**src/rtl/axil_slave_regfile_pkg.sv**
```systemverilog
// axil_slave_regfile_pkg: shared response codes, register map constants and read-FSM encoding
package axil_slave_regfile_pkg;
  localparam logic [1:0] RESP_OKAY = 2'b00;
  localparam logic [1:0] RESP_SLVERR = 2'b10;
  localparam int NUM_REGS = 8;
  localparam logic [2:0] ID_IDX = 3'd7;
  typedef enum logic {RD_IDLE, RD_RESP} rd_state_t;
endpackage

```
**src/rtl/axil_regfile_core.sv**
```systemverilog
// axil_regfile_core: seven 32-bit registers with one byte-strobed write port and one combinational read port
module axil_regfile_core
  import axil_slave_regfile_pkg::*;
(
  input  logic        clk,
  input  logic        resetn,
  input  logic        we,
  input  logic [2:0]  waddr,
  input  logic [31:0] wdata,
  input  logic [3:0]  wstrb,
  input  logic [2:0]  raddr,
  output logic [31:0] rdata
);
  logic [31:0] mem [NUM_REGS-1];
  // byte-lane writes into the addressed register; the ID slot has no storage
  always_ff @(posedge clk)
    for (int r = 0; r < NUM_REGS-1; r++)
      if (!resetn) mem[r] <= '0;
      else if (we && waddr == 3'(r))
        for (int b = 0; b < 4; b++)
          if (wstrb[b]) mem[r][8*b +: 8] <= wdata[8*b +: 8];
  // combinational read; the ID slot reads as zero here and is substituted by the caller
  always_comb begin
    rdata = '0;
    for (int r = 0; r < NUM_REGS-1; r++)
      if (raddr == 3'(r)) rdata = mem[r];
  end
endmodule

```
**src/rtl/axil_slave_regfile.sv**
```systemverilog
// axil_slave_regfile: AXI4-Lite slave with seven read/write registers and a read-only ID register
module axil_slave_regfile
  import axil_slave_regfile_pkg::*;
#(
  parameter int          C_S_AXI_DATA_WIDTH = 32,
  parameter int          C_S_AXI_ADDR_WIDTH = 5,
  parameter logic [31:0] C_ID_VALUE         = 32'hA5A5_0001
) (
  input  logic                            ACLK,
  input  logic                            ARESETN,
  input  logic [C_S_AXI_ADDR_WIDTH-1:0]   S_AXI_AWADDR,
  input  logic [2:0]                      S_AXI_AWPROT,
  input  logic                            S_AXI_AWVALID,
  output logic                            S_AXI_AWREADY,
  input  logic [C_S_AXI_DATA_WIDTH-1:0]   S_AXI_WDATA,
  input  logic [C_S_AXI_DATA_WIDTH/8-1:0] S_AXI_WSTRB,
  input  logic                            S_AXI_WVALID,
  output logic                            S_AXI_WREADY,
  output logic [1:0]                      S_AXI_BRESP,
  output logic                            S_AXI_BVALID,
  input  logic                            S_AXI_BREADY,
  input  logic [C_S_AXI_ADDR_WIDTH-1:0]   S_AXI_ARADDR,
  input  logic [2:0]                      S_AXI_ARPROT,
  input  logic                            S_AXI_ARVALID,
  output logic                            S_AXI_ARREADY,
  output logic [C_S_AXI_DATA_WIDTH-1:0]   S_AXI_RDATA,
  output logic [1:0]                      S_AXI_RRESP,
  output logic                            S_AXI_RVALID,
  input  logic                            S_AXI_RREADY
);
  logic        aw_held, w_held, aw_hs, w_hs, ar_hs, commit, unused;
  logic [2:0]  aw_idx, wr_idx;
  logic [31:0] w_data, wr_data, core_rdata;
  logic [3:0]  w_strb, wr_strb;
  rd_state_t   rd_state, rd_next;
  assign unused = ^{S_AXI_AWPROT, S_AXI_ARPROT, S_AXI_AWADDR[1:0], S_AXI_ARADDR[1:0]};
  assign S_AXI_AWREADY = ARESETN && !aw_held && !S_AXI_BVALID;
  assign S_AXI_WREADY = ARESETN && !w_held && !S_AXI_BVALID;
  assign aw_hs = S_AXI_AWVALID && S_AXI_AWREADY;
  assign w_hs = S_AXI_WVALID && S_AXI_WREADY;
  assign commit = (aw_held || aw_hs) && (w_held || w_hs) && !S_AXI_BVALID;
  assign wr_idx = aw_held ? aw_idx : S_AXI_AWADDR[4:2];
  assign wr_data = w_held ? w_data : S_AXI_WDATA;
  assign wr_strb = w_held ? w_strb : S_AXI_WSTRB;
  axil_regfile_core u_core (
    .clk    (ACLK),
    .resetn (ARESETN),
    .we     (commit && wr_idx != ID_IDX),
    .waddr  (wr_idx),
    .wdata  (wr_data),
    .wstrb  (wr_strb),
    .raddr  (S_AXI_ARADDR[4:2]),
    .rdata  (core_rdata)
  );
  // hold AW/W payloads independently; commit as soon as both are present, bypassing the holding registers
  always_ff @(posedge ACLK)
    if (!ARESETN) begin
      aw_held <= 1'b0;
      w_held <= 1'b0;
      S_AXI_BVALID <= 1'b0;
      S_AXI_BRESP <= RESP_OKAY;
    end else if (commit) begin
      aw_held <= 1'b0;
      w_held <= 1'b0;
      S_AXI_BVALID <= 1'b1;
      S_AXI_BRESP <= wr_idx == ID_IDX ? RESP_SLVERR : RESP_OKAY;
    end else begin
      if (aw_hs) begin
        aw_held <= 1'b1;
        aw_idx <= S_AXI_AWADDR[4:2];
      end
      if (w_hs) begin
        w_held <= 1'b1;
        w_data <= S_AXI_WDATA;
        w_strb <= S_AXI_WSTRB;
      end
      if (S_AXI_BREADY) S_AXI_BVALID <= 1'b0;
    end
  // read FSM state and captured read data; capture sees pre-write contents
  always_ff @(posedge ACLK)
    if (!ARESETN) begin
      rd_state <= RD_IDLE;
      S_AXI_RDATA <= '0;
      S_AXI_RRESP <= RESP_OKAY;
    end else begin
      rd_state <= rd_next;
      if (ar_hs) begin
        S_AXI_RDATA <= S_AXI_ARADDR[4:2] == ID_IDX ? C_ID_VALUE : core_rdata;
        S_AXI_RRESP <= RESP_OKAY;
      end
    end
  // read next-state and handshake outputs
  always_comb begin
    S_AXI_ARREADY = ARESETN && rd_state == RD_IDLE;
    S_AXI_RVALID = rd_state == RD_RESP;
    ar_hs = S_AXI_ARVALID && S_AXI_ARREADY;
    rd_next = rd_state == RD_IDLE ? (ar_hs ? RD_RESP : RD_IDLE) : (S_AXI_RREADY ? RD_IDLE : RD_RESP);
  end
endmodule
```
**config.mk**
```make
export PLATFORM = sky130hd
export DESIGN_NAME = axil_slave_regfile
export DESIGN_NICKNAME = d
export VERILOG_FILES = /design/src/rtl/axil_slave_regfile_pkg.sv /design/src/rtl/axil_regfile_core.sv /design/src/rtl/axil_slave_regfile.sv
export SDC_FILE = /design/constraint.sdc
export NUM_CORES = 1
export LEC_CHECK = 0
export CORE_MARGIN = 2
export CORE_UTILIZATION = 38
export DETAILED_ROUTE_END_ITERATION = 16
export DONT_BUFFER_PORTS = 1
export PLACE_DENSITY = 0.64
export SLEW_MARGIN = 10
export SYNTH_ARGS = -nofsm -noshare
export SYNTH_HDL_FRONTEND = slang
export SYNTH_SLANG_ARGS = --single-unit
```
**constraint.sdc**
```tcl
create_clock -name ACLK -period 3.7 [get_ports ACLK]
set_clock_uncertainty 0.1 [all_clocks]
set_input_delay 0.555 -clock ACLK [delete_from_list [all_inputs] [get_ports ACLK]]
set_output_delay 0.555 -clock ACLK [all_outputs]
set_load 0.01 [all_outputs]
```
## Yosys cells after proc, flatten, opt, wreduce, memory -nomap -nowiden

Memories as Yosys holds them, arrays and structs flattened.
Index checks and enable logic that the tools add are counted.

| word-level totals | value |
|---|---|
| flip-flop bits (word level) | 77 |
| memory bits (writable) | 224 |
| input bits | 59 |
| output and inout port bits | 41 |
| memories kept | 1 |

| cells by class | value |
|---|---|
| equality and inequality tests | 15 |
| mux-type cells | 134 |
| bitwise gates (word level) | 31 |
| reductions and logical operators | 29 |

Memories:

| memory | depth | width | rd ports | clocked after memory_dff | write ports | line | text |
|---|---|---|---|---|---|---|---|
| u_core.mem | 7 | 32 | 7 | 0 | 7 | axil_regfile_core.sv:14 | `logic [31:0] mem [NUM_REGS-1];` |

Operator list:

| kind | count |
|---|---|
| $mux 32 | 9 |
| $mux 8 | 28 |
| $mux 1 | 94 |
| $or 1x1->1 | 28 |
| $eq 3x3->1 const B | 8 |
| $logic_and 1x1->1 | 18 |
| $eq 3x2->1 const B | 4 |
| $eq 3x1->1 const B | 2 |
| $logic_not 3->1 | 2 |
| $reduce_and 3->1 | 2 |
| $mux 4 | 1 |
| $logic_not 1->1 | 3 |
| $mux 3 | 1 |
| $ne 3x3->1 const B | 1 |
| $not 1->1 | 3 |
| $logic_or 1x1->1 | 2 |
| $mux 2 | 1 |
| $reduce_bool 2->1 | 1 |
| $reduce_or 2->1 | 1 |

## Longest topological paths before layout

Gate-level depths: netlist of run 1.

| logic depth | value |
|---|---|
| depth after elaboration | 13 |
| depth in mapped cells | 7 |
| gate-level depth less buffers | 4 |

## Cells and area by module

From an unflattened synthesis of run 1, not the netlist that was laid out.

| second synthesis, totals | value |
|---|---|
| cell total of the unflattened synthesis | 1063 |
| area total of the unflattened synthesis | 13910.8 um^2 |

Modules (own cells, without submodules):

| module | instances | cells each | area each (um^2) | seq. area each (um^2) |
|---|---|---|---|---|
| axil_regfile_core | 1 | 867 | 10930.5 | 6726.5 |
| axil_slave_regfile | 1 | 196 | 2980.4 | 1911.8 |

## Worst setup path after synthesis of run 1

No wires, ideal clock.

| timing | value |
|---|---|
| path type | input port to flip-flop |
| from | in ARESETN |
| to | reg w_data[0] (enable) |
| arrival | 2.721 ns |
| data required time | 3.171 ns |
| setup slack | 0.450 ns |
| stages | 5 |
| path buffers | 1 |
| cell sequence | clkbuf_1 -> a21oi_1 -> nor3_2 -> nand2b_1 -> nor2_1 |

| on the way | value |
|---|---|
| word-level cells in the longest chain between the ends | 8 |

RTL lines:

| element | line | text |
|---|---|---|
| start, declared | axil_slave_regfile.sv:10 | `input logic ARESETN,` |
| $logic_and 1x1->1 (on tied branches) (2 in a row) | axil_slave_regfile.sv:37, axil_slave_regfile.sv:38 |  |
| $logic_and 1x1->1 (on tied branches) | axil_slave_regfile.sv:39, axil_slave_regfile.sv:40 |  |
| $logic_or 1x1->1 | axil_slave_regfile.sv:41 | `assign commit = (aw_held \|\| aw_hs) && (w_held \|\| w_hs) && !S_AXI_BVALID;` |
| $logic_and 1x1->1 (2 in a row) | axil_slave_regfile.sv:41 |  |
| $not 1->1 (no line) | -- |  |
| $reduce_and 3->1 (no line) * | -- |  |
| end signal, assigned | axil_slave_regfile.sv:74 | `w_data <= S_AXI_WDATA;` |
| end, declared | axil_slave_regfile.sv:33 | `logic [31:0] w_data, wr_data, core_rdata;` |

Every way passes the cells marked *; elsewhere a longest branch is shown, timed or not.
A chain may end at the register's enable or synchronous reset.

==> results of run 1 <==
-- stage by stage --
| step | hold WS (ps) | worst slack (ps) |
|---|---|---|
| global route | 15.9 | 629 |
| floorplan | 383 | 450 |
| finish | 32.6 | 877 |
| CTS | 18.3 | 915 |
| detailed placement | 414 | 938 |
| global placement | 407 | 986 |
-- final timing paths --
kind / startpoint / to / cells past startpoint
worst max register to register: w_held / u_core.mem[1][15] / 5
worst min-delay path: S_AXI_WDATA[19] / w_data[19] / 0
worst min register to register: S_AXI_RDATA[13] / S_AXI_RDATA[13] / 2
worst max-delay path: w_held / u_core.mem[1][15] / 5
-- cell usage in the layout (no fill, tap or decap), drive strengths merged, types with 7 or more instances in the layout --
cell / count
clkinv: 10
nor3: 73
a22o: 12
buf: 45
o21ai: 101
nor2b: 16
mux2: 19
nand3: 7
nand3b: 21
a32oi: 21
nand2: 62
or2: 8
a31oi: 23
mux2i: 54
o211a: 22
dfxtp: 37
o21a: 22
a21oi: 11
edfxtp: 263
clkbuf: 50
nor2: 156
-- area by class of cell --
type	instances	area [sq um]	share of cell area
Sequential cell	300	8640	0.586
Multi-Input combinational cell	671	4110	0.279
Clock buffer	50	995	0.0674
Tap cell	448	561	0.0380
Timing Repair Buffer	45	338	0.0229
Clock inverter	12	85.1	0.00577
Inverter	5	18.8	0.00127
Antenna cell	2	5.00	0.000339
-- power breakdown --
group          switching [mW]  internal [mW]
clock                    1.31           1.94
combinational           0.362          0.183
sequential             0.0758           3.82
total                    1.75           5.94
-- layer usage --
| layer | track usage | vias to the layer above | part of all wire |
|---|---|---|---|
| met3 | 0.0443 | 53 | 0.093 |
| li1 | - | 3964 | - |
| met2 | 0.298 | 338 | 0.47 |
| met1 | 0.247 | 4185 | 0.41 |
| met5 | 0 | - | 0 |
| met4 | 0.0572 | 0 | 0.022 |
-- cells in the mapped netlist --
library cell	instances	area share
edfxtp_1	263	0.60
nor2_1	155	0.045
o21ai_0	101	0.039
nor3_1	72	0.028
nand2_1	62	0.018
clkbuf_1	53	0.015
mux2i_1	53	0.041
dfxtp_1	37	0.057
a31oi_1	23	0.011
o211a_1	22	0.017
o21a_1	22	0.013
a32oi_1	21	0.014
nand3b_1	21	0.012
mux2_2	18	0.016
buf_2	17	0.0065
nor2b_1	16	0.0077
a22o_1	12	0.0080
a21oi_1	11	0.0042
or2_2	8	0.0038
nand3_1	7	0.0027
a221oi_1	6	0.0040
buf_4	6	0.0034
nand2b_1	6	0.0029
nand4_1	6	0.0029
buf_1	5	0.0014
inv_1	5	0.0014
and3b_1	3	0.0020
mux4_2	3	0.0052
o221ai_1	3	0.0020
and3_1	2	0.00096
nor3b_1	2	0.0011
o2111ai_1	2	0.0013
o22ai_1	2	0.00096
o2bb2ai_1	2	0.0013
a21boi_0	1	0.00058
and2b_1	1	0.00058
conb_1	1	0.00029
mux2_4	1	0.0011
mux2i_4	1	0.0017
nor2_2	1	0.00048
nor3_2	1	0.00077
o32ai_4	1	0.0021
-- cells by family (layout without fill, tap and decap cells) --
group,count (synthesis),after routing,synth area share
DFF,300,300,0.662
and+or+nand+nor,363,363,0.128
other,1,5,0.000287
buffers and inverters,86,112,0.0281
AOI/OAI and AO/OA,229,229,0.118
muxes,76,76,0.0642
-- flip-flops by register name (all words and copies together), names as in the netlist, 3 cells and up --
signal / count
aw_idx: 3
S_AXI_RDATA: 32
w_data: 32
u_core.mem: 224
w_strb: 4
==> impl_metrics.csv, run 1 <==
group,metric,value,unit
worst_setup_path,worst-path-buf-inv,1,
global_routing,grt_first_pass_wirelength,50800,um
drt,initialDrtViolationCount,731,
logic_synthesis,syn-cell-area,0.0131,sq mm
clock_tree,clk_latency,510,ps
worst_setup_path,crit_chain,"buf_4, or2_2, and3_1, nand4_1, nor2_1",
pwr,p_per_area,521,mW/mm^2
floorplan,initial_core_util,0.387,
place,globalplace.congestion,0.772,
clock_tree,root_buffer,"clkbuf_16",
drt,wl_per_cell,21.6,um
sta,period_share,0.763,
sta,finalMaxSlewViolations,0,
clock_tree,clk_path_buf_depth,3,
floorplan,ios,100,
clock_tree,hold_buffers,0,
drt,vias,8540,
place,io_buffers,0,
global_routing,grt_max_degree,95,
drt,avgViaCountPerCell,5.57,
clock_tree,clkTransAtPathRegs,60,ps
worst_setup_path,worst_setup_path_start_kind,"register",
floorplan,core-area,0.0337,sq mm
worst_setup_path,r2r_slack,880,ps
logic_synthesis,synthCells,1055,
floorplan,die_y,189,um
pwr,ir_drop,0.257,mV
logic_synthesis,synth_cell_types,42,
logic_synthesis,ys_seq_area_frac,0.662,
worst_setup_path,path_max_fanout,16,
logic_synthesis,yosysWarnings,0,
worst_setup_path,cpPeakStageDelay,650,ps
worst_setup_path,cpLargestDelayFamily,"simple AND/OR/NAND/NOR gates",
clock_tree,cts_tree,"yes",
layout,fin_nets,1116,
drt,routed_wl,33100,um
place,post_dp_cell_area,0.0137,sq mm
worst_setup_path,setup.worst_path.end_class,"register",
pwr,total_power,7.69,mW
sta,fin_tns_setup,0,ps
global_routing,grt_pass1_vias,8517,
pwr,leakagePower,5.03,nW
drt,drtPass1Iterations,5,
clock_tree,cts_resized,0,
sta,finalSetupViolCount,0,
sta,grt_setup_unrepaired,"false",
place,dp_hpwl,21100,um
hold_path,min_path_type,"input pin to register",
global_routing,antenna_found_initial,1,
logic_synthesis,yosys_register_bits,300,
sta,slew_headroom,0.233,
worst_setup_path,required,3950,ps
sta,fmax,0.354,GHz
drt,drcViolationCount,0,
clock_tree,htree_levels,2,
layout,fillCellCount,3076,
clock_tree,cts.sinks,300,
floorplan,rows,67,
job,max_cap_viol_count,0,
layout,areaGrowthSynthToFinish,13.0,%
floorplan,chipWidth,189,um
place,dp.cells,1469,
layout,fin_util,0.438,
global_routing,grt_usage,0.185,
floorplan,fp.dieArea,0.0359,sq mm
sta,finalHoldViolations,0,
layout,fin_cells,1533,
worst_setup_path,crit_arrival,3070,ps
sta,period_needed,2820,ps
logic_synthesis,syn_area_per_cell,12.4,sq um
drt,ant_nets,0,
sta,tightest_slew,1140,ps
outcome,outcome,"complete, no violations",
clock_tree,post_cts_buffers,0,
clock_tree,cts_buffers,34,
layout,final_cell_area,0.0148,sq mm
worst_setup_path,worstSetupPathType,"register to register",
layout,drive_above_1_share,0.125,
worst_setup_path,worst_path_max_delay_cell,"dfxtp_2",
global_routing,overflow,0,
No activity file was read; power rests on OpenSTA's default activity.
==> run 2: changes to the inputs <==
==> constraint.sdc (replaced) <==
create_clock -name ACLK -period 2.7 [get_ports ACLK]
set_clock_uncertainty 0.1 [all_clocks]
set_input_delay 0.405 -clock ACLK [delete_from_list [all_inputs] [get_ports ACLK]]
set_output_delay 0.405 -clock ACLK [all_outputs]
set_load 0.01 [all_outputs]
==> run 2 against run 1 <==
Effect of this change: worst setup slack worse by 690 ps; total power up 39%; highest routed layer unchanged; critical endpoint is now u_core.mem[0][17]; non-clock buffer count up 59; die area unchanged; largest cell class unchanged.
==> impl_metrics.csv, run 2 (synthesis gave the netlist of run 1 again) <==
group,metric,value,unit
floorplan,core-area,0.0337,sq mm
place,globalplace.congestion,0.770,
clock_tree,htree_levels,2,
layout,fin_cells,1592,
layout,largest_register,"u_core.mem",
drt,drcViolationCount,0,
drt,ant_nets,0,
floorplan,ios,100,
floorplan,fp.dieArea,0.0359,sq mm
pwr,ir_drop,0.357,mV
sta,slew_headroom,0.411,
floorplan,chipWidth,189,um
layout,seq_area,0.00864,sq mm
drt,wl_per_cell,21.4,um
worst_setup_path,path_max_fanout,14,
pwr,p_per_area,697,mW/mm^2
layout,final_cell_area,0.0153,sq mm
worst_setup_path,crit_arrival,2750,ps
layout,areaGrowthSynthToFinish,17.5,%
sta,tightest_slew,881,ps
place,post-place-ws,-51.1,ps
sta,fin_ws,189,ps
sta,fmax,0.398,GHz
clock_tree,cts_buffers,35,
sta,grt_setup_unrepaired,"false",
global_routing,antenna_found_initial,1,
pwr,leakagePower,5.30,nW
sta,finalHoldViolations,0,
layout,fin_nets,1176,
global_routing,grt_max_degree,94,
sta,finalSetupViolCount,0,
worst_setup_path,setup.worst_path.end_class,"register",
sta,period_share,0.930,
place,dp.cells,1483,
clock_tree,clkTransAtPathRegs,60,ps
place,dp_hpwl,21100,um
layout,reg_top3,"u_core.mem: 224 flops, S_AXI_RDATA: 32 flops, w_data: 32 flops",
clock_tree,cts_tree,"yes",
worst_setup_path,worstSetupPathType,"register to register",
layout,fillCellCount,3047,
layout,drive_above_1_share,0.134,
clock_tree,clk_path_buf_depth,3,
floorplan,rows,67,
worst_setup_path,worst_setup_path_start_kind,"register",
clock_tree,cts.sinks,300,
drt,initialDrtViolationCount,700,
drt,vias,8844,
sta,finalMaxSlewViolations,0,
clock_tree,clk_latency,510,ps
drt,routed_wl,34100,um
sta,fin_tns_setup,0,ps
layout,final_common_cell,"edfxtp_1",
place,post_dp_cell_area,0.0138,sq mm
clock_tree,root_buffer,"clkbuf_16",
layout,largest_reg_flops,224,
global_routing,grt_pass1_vias,8938,
floorplan,die_y,189,um
global_routing,overflow,0,
worst_setup_path,required,2930,ps
floorplan,initial_core_util,0.387,
drt,drtPass1Iterations,5,
sta,period_needed,2510,ps
job,max_cap_viol_count,0,
drt,avgViaCountPerCell,5.56,
place,io_buffers,0,
outcome,outcome,"complete, no violations",
layout,multi_input_area,0.00411,sq mm
hold_path,min_path_type,"input pin to register",
global_routing,grt_usage,0.189,
global_routing,grt_first_pass_wirelength,52000,um
layout,final_cell_mix,"263 x edfxtp_1, 154 x nor2_1, 99 x o21ai_0, 72 x nor3_1, 62 x nand2_1",
run 2: worst paths after layout:
kind,start,endpoint,slack [ps],cells past startpoint
max reg2reg,w_held,u_core.mem[0][17],190,4
max,w_held,u_core.mem[0][17],190,4
min,S_AXI_BREADY,S_AXI_BVALID,30,2
min reg2reg,S_AXI_RDATA[10],S_AXI_RDATA[10],410,2
run 2: worst max-delay path, cell delays in order, from the launching register on:
cell and delay [ps]:
dfxtp_2 670, or2_2 280, and3_1 430, nand4_1 590, nor2_1 270
run 2: cell type report:
cell class,count,area share
timing repair buffer,104,0.0590
clock inverter,17,0.00742
antenna,1,0.000163
sequential,300,0.563
tap,448,0.0365
clock buffer,46,0.0645
inverter,5,0.00122
multi-input combinational,671,0.268
run 2: through the flow:
stage | utilization | hold slack, ps | total power [mW]
CTS | 0.455 | 0.246 | 10.8
finish | 0.455 | 25.2 | 10.7
floorplan | - | 383 | 5.95
global placement | 0.409 | 404 | 6.18
global route | 0.455 | 10.7 | 11.0
detailed placement | 0.409 | 404 | 6.20
run 2: power by group:
group          switching (mW)  total, mW  leakage, nW  internal (mW)
sequential              0.106       5.33         2.98           5.23
clock                    1.84       4.52        0.545           2.68
combinational           0.517      0.832         1.78          0.316
run 2: repair_timing:
| item | CTS | global route |
|---|---|---|
| hold buffers | 45 | 0 |
| gates resized for setup | 1 | 1 |
| endpoints found under the setup margin | 7 | 40 |
| buffers inserted | 0 | 0 |
| endpoints found under the hold margin | 53 | 0 |
run 2: routing by layer:
metal	vias to the layer above	GRT usage	wire, um
met3	74	0.0415	2690
li1	4092	-	-
met1	4330	0.255	14800
met5	-	0	0
met4	0	0.0799	1140
met2	348	0.296	15400
==> run 3: changes to the inputs <==
--- a/config.mk
+++ b/config.mk
@@ -5,10 +5,13 @@
 export SDC_FILE = /design/constraint.sdc
 export NUM_CORES = 1
 export LEC_CHECK = 0
+export ABC_AREA = 1
+export CORE_ASPECT_RATIO = 2
 export CORE_MARGIN = 2
 export CORE_UTILIZATION = 38
 export DETAILED_ROUTE_END_ITERATION = 16
 export DONT_BUFFER_PORTS = 1
+export HOLD_SLACK_MARGIN = 0.15
 export PLACE_DENSITY = 0.64
 export SLEW_MARGIN = 10
 export SYNTH_ARGS = -nofsm -noshare
==> run 3 against run 2 <==
Effect of this change: critical path depth up 6; register-to-register slack is essentially flat; die area decreased by 0.18%; count of clock-buffer cells in the layout down 14; combinational power increased by 7.5%; global-route usage rose by 0.59 points; core utilization is 0.53 points higher; non-clock buffer count up 49; sequential power barely moved; via count rose by 7.3%; highest routed layer is now met5.
==> impl_metrics.csv, run 3 <==
group,metric,value,unit
outcome,outcome,"complete, no violations",
logic_synthesis,yosysMostFrequentCell,"nor2_1",
layout,antenna-diode-count,0,
logic_synthesis,yosys.area.top_type,"edfxtp_1",
place,globalplace.congestion,0.866,
worst_setup_path,timing.rr.start,"S_AXI_BVALID",
worst_setup_path,worstSetupPathType,"register to register",
clock_tree,cts_buffers,26,
logic_synthesis,synthCells,1309,
global_routing,grt_util_met2,0.377,
layout,reg_top3,"u_core.mem: 224 flops, S_AXI_RDATA: 32 flops, w_data: 32 flops",
clock_tree,htree_levels,1,
job,max_cap_viol_count,0,
drt,drtPass1Iterations,6,
worst_setup_path,required,2840,ps
layout,fin_util,0.461,
layout,largest_register,"u_core.mem",
logic_synthesis,synth-adder-area-share,0,
global_routing,grt_pass1_vias,9572,
worst_setup_path,path_common_cell,"nand2_1",
sta,fin_tns_setup,0,ps
sta,whs,166,ps
place,post-place-ws,109,ps
clock_tree,clk_latency,550,ps
worst_setup_path,crit_arrival,2650,ps
worst_setup_path,cp.depth,10,
worst_setup_path,r2r_slack,190,ps
worst_setup_path,worst_path_max_delay_cell,"dfxtp_1",
sta,slew_headroom,0.374,
logic_synthesis,synth_common_cells,"346 x nor2_1, 267 x nand2_1, 263 x edfxtp_1",
clock_tree,clk_path_buf_depth,3,
floorplan,fp.dieArea,0.0358,sq mm
hold_path,hp-start,"S_AXI_WDATA[31]",
global_routing,grt_max_degree,47,
layout,final_common_cell,"nor2_1",
floorplan,ios,100,
floorplan,rows,95,
logic_synthesis,yosysWarnings,0,
layout,fin_cells,1898,
global_routing,gr-max-usage-layer,"met2",
floorplan,die_y,266,um
sta,finalMaxSlewViolations,0,
sta,period_share,0.930,
place,dp.cells,1790,
drt,vias,9489,
hold_path,hold_path_end,"u_core.mem[1][95]",
place,dp_hpwl,23900,um
worst_setup_path,r2r-end,"u_core.mem[1][85]",
sta,period_needed,2510,ps
logic_synthesis,ys_seq_area_frac,0.664,
layout,final_cell_mix,"344 x nor2_1, 267 x nand2_1, 263 x edfxtp_1, 106 x inv_1, 100 x buf_4",
place,io_buffers,0,
drt,routed_wl,34800,um
floorplan,chipWidth,135,um
hold_path,holdPathStages,2,
logic_synthesis,synth_xor_area_frac,0,
clock_tree,root_buffer,"clkbuf_16",
worst_setup_path,cpLargestDelayFamily,"simple AND/OR/NAND/NOR gates",
floorplan,initial_core_util,0.386,
logic_synthesis,synth_mux_area_frac,0.0246,
logic_synthesis,yosys-top-cells-area,"edfxtp_1 61%, nor2_1 10%, nand2_1 7.7%",
clock_tree,cts.sinks,300,
logic_synthesis,syn-cell-area,0.0130,sq mm
logic_synthesis,yosys.area.top_type_share,0.608,
logic_synthesis,async_reset_ff_frac,0,
pwr,ir_drop,0.550,mV
worst_setup_path,r2r_cells,10,
drt,wl_per_cell,18.4,um
sta,fin_ws,189,ps
worst_setup_path,worst_setup_path_start_kind,"register",
drt,initialDrtViolationCount,743,
global_routing,grt_util_met3,0.0248,
global_routing,overflow,0,
worst_setup_path,setup.worst_path.end_class,"register",
logic_synthesis,synth_top_family_by_area,"simple AND/OR/NAND/NOR gates",
sta,fmax,0.398,GHz
drt,avgViaCountPerCell,5.00,
layout,fin_nets,1501,
logic_synthesis,yosys_register_bits,300,
global_routing,antenna_found_initial,1,
sta,grt_setup_unrepaired,"true",
clock_tree,cts_tree,"yes",
sta,finalHoldViolations,0,
sta,finalSetupViolCount,0,
layout,areaGrowthSynthToFinish,19.2,%
worst_setup_path,crit_chain,"inv_1, nand2_1, nor2_1, nand2_1, nand2_1, nand3_1, inv_2, nand2_1, o21ai_0, buf_4",
hold_path,min_path_type,"input pin to register",
logic_synthesis,ys.flop_type,"edfxtp_1",
logic_synthesis,synth_cell_types,23,
logic_synthesis,synth-edff-count,263,
global_routing,grt_first_pass_wirelength,52900,um
worst_setup_path,path_max_fanout,18,
worst_setup_path,cpPeakStageDelay,350,ps
pwr,leakagePower,6.23,nW
global_routing,grt_usage,0.195,
drt,drcViolationCount,0,
drt,ant_nets,0,
layout,largest_reg_flops,224,
worst_setup_path,worst-path-buf-inv,3,
floorplan,core-area,0.0336,sq mm
logic_synthesis,synth-simple-area-share,0.228,
global_routing,grt_use_met1,0.204,
clock_tree,clkTransAtPathRegs,70,ps
sta,tightest_slew,936,ps
layout,drive_above_1_share,0.105,
pwr,p_per_area,644,mW/mm^2
logic_synthesis,syn_area_per_cell,9.93,sq um
logic_synthesis,synth_compound_area_frac,0.0331,
[run 3: changes by cell type after synthesis, sizes merged, moves of 21 or more]
cell and change:
a32oi -21, nand2 +205, nor3 -71, o211a -22, o21a -22, nand4 +54, a21oi +24, nand3b -21
inv +103, nand3 +34, nor2 +190, a31oi -23, o21ai -50, mux2i -22
[run 3: worst reg2reg max path: cells and delay by family (launching register included)]
kind / cells / cell delay, ps
AO/OA/AOI/OAI: 1 / 210
buffers and inverters: 3 / 620
flip-flops: 1 / 350
AND/OR/NAND/NOR: 6 / 920
[run 3: cell families (layout without fill, tap and decap cells)]
family                 Yosys count  after routing
buffers and inverters          164            315
other                            1              3
multiplexers                    32             32
AO/OA/AOI/OAI                   86             86
flip-flops                     300            300
AND/OR/NAND/NOR                726            726
[run 3: how the worst max path moves through the flow]
stage                              end         start
floorplan           u_core.mem[0][100]       ARESETN
global placement     u_core.mem[1][73]  S_AXI_BVALID
detailed placement   u_core.mem[1][75]  S_AXI_BVALID
CTS                  u_core.mem[1][75]  S_AXI_BVALID
global route         u_core.mem[0][25]  S_AXI_BVALID
finish               u_core.mem[1][85]  S_AXI_BVALID
[run 3: per-stage QoR]
step | instance area [sq um] | power, mW
floorplan | 13000 | 5.88
global placement | 14100 | 6.20
detailed placement | 14100 | 6.22
CTS | 15400 | 10.0
global route | 15500 | 10.3
finish | 15500 | 9.98
[run 3: cell type report]
class | instances | area [sq um]
flip-flops and latches | 300 | 8640
inverters | 114 | 428
fillers | 3113 | 18100
multi-input cells | 847 | 3740
clock inverters | 16 | 166
clock buffers | 32 | 683
well taps | 436 | 546
repair buffers | 153 | 1290
[run 3: what timing repair did]
action                     in CTS  in global routing
setup buffers                   0                  8
gates resized for setup         0                  1
hold endpoints to repair      210                  0
setup endpoints to repair       0                 39
hold buffers                   52                  0
[run 3: where the power goes]
group          total [mW]  switching [mW]  internal, mW
Sequential           5.30          0.0839          5.22
Clock                3.78            1.69          2.09
Combinational       0.894           0.593         0.302
Total                9.98            2.36          7.61
[run 3: metal layers]
metal | vias to the layer above | wire [um] | part of all wire
met5 | - | 13 | 0.00037
met4 | 2 | 1430 | 0.041
met3 | 73 | 1830 | 0.053
met2 | 270 | 19200 | 0.55
met1 | 4522 | 12400 | 0.36
li1 | 4622 | - | -
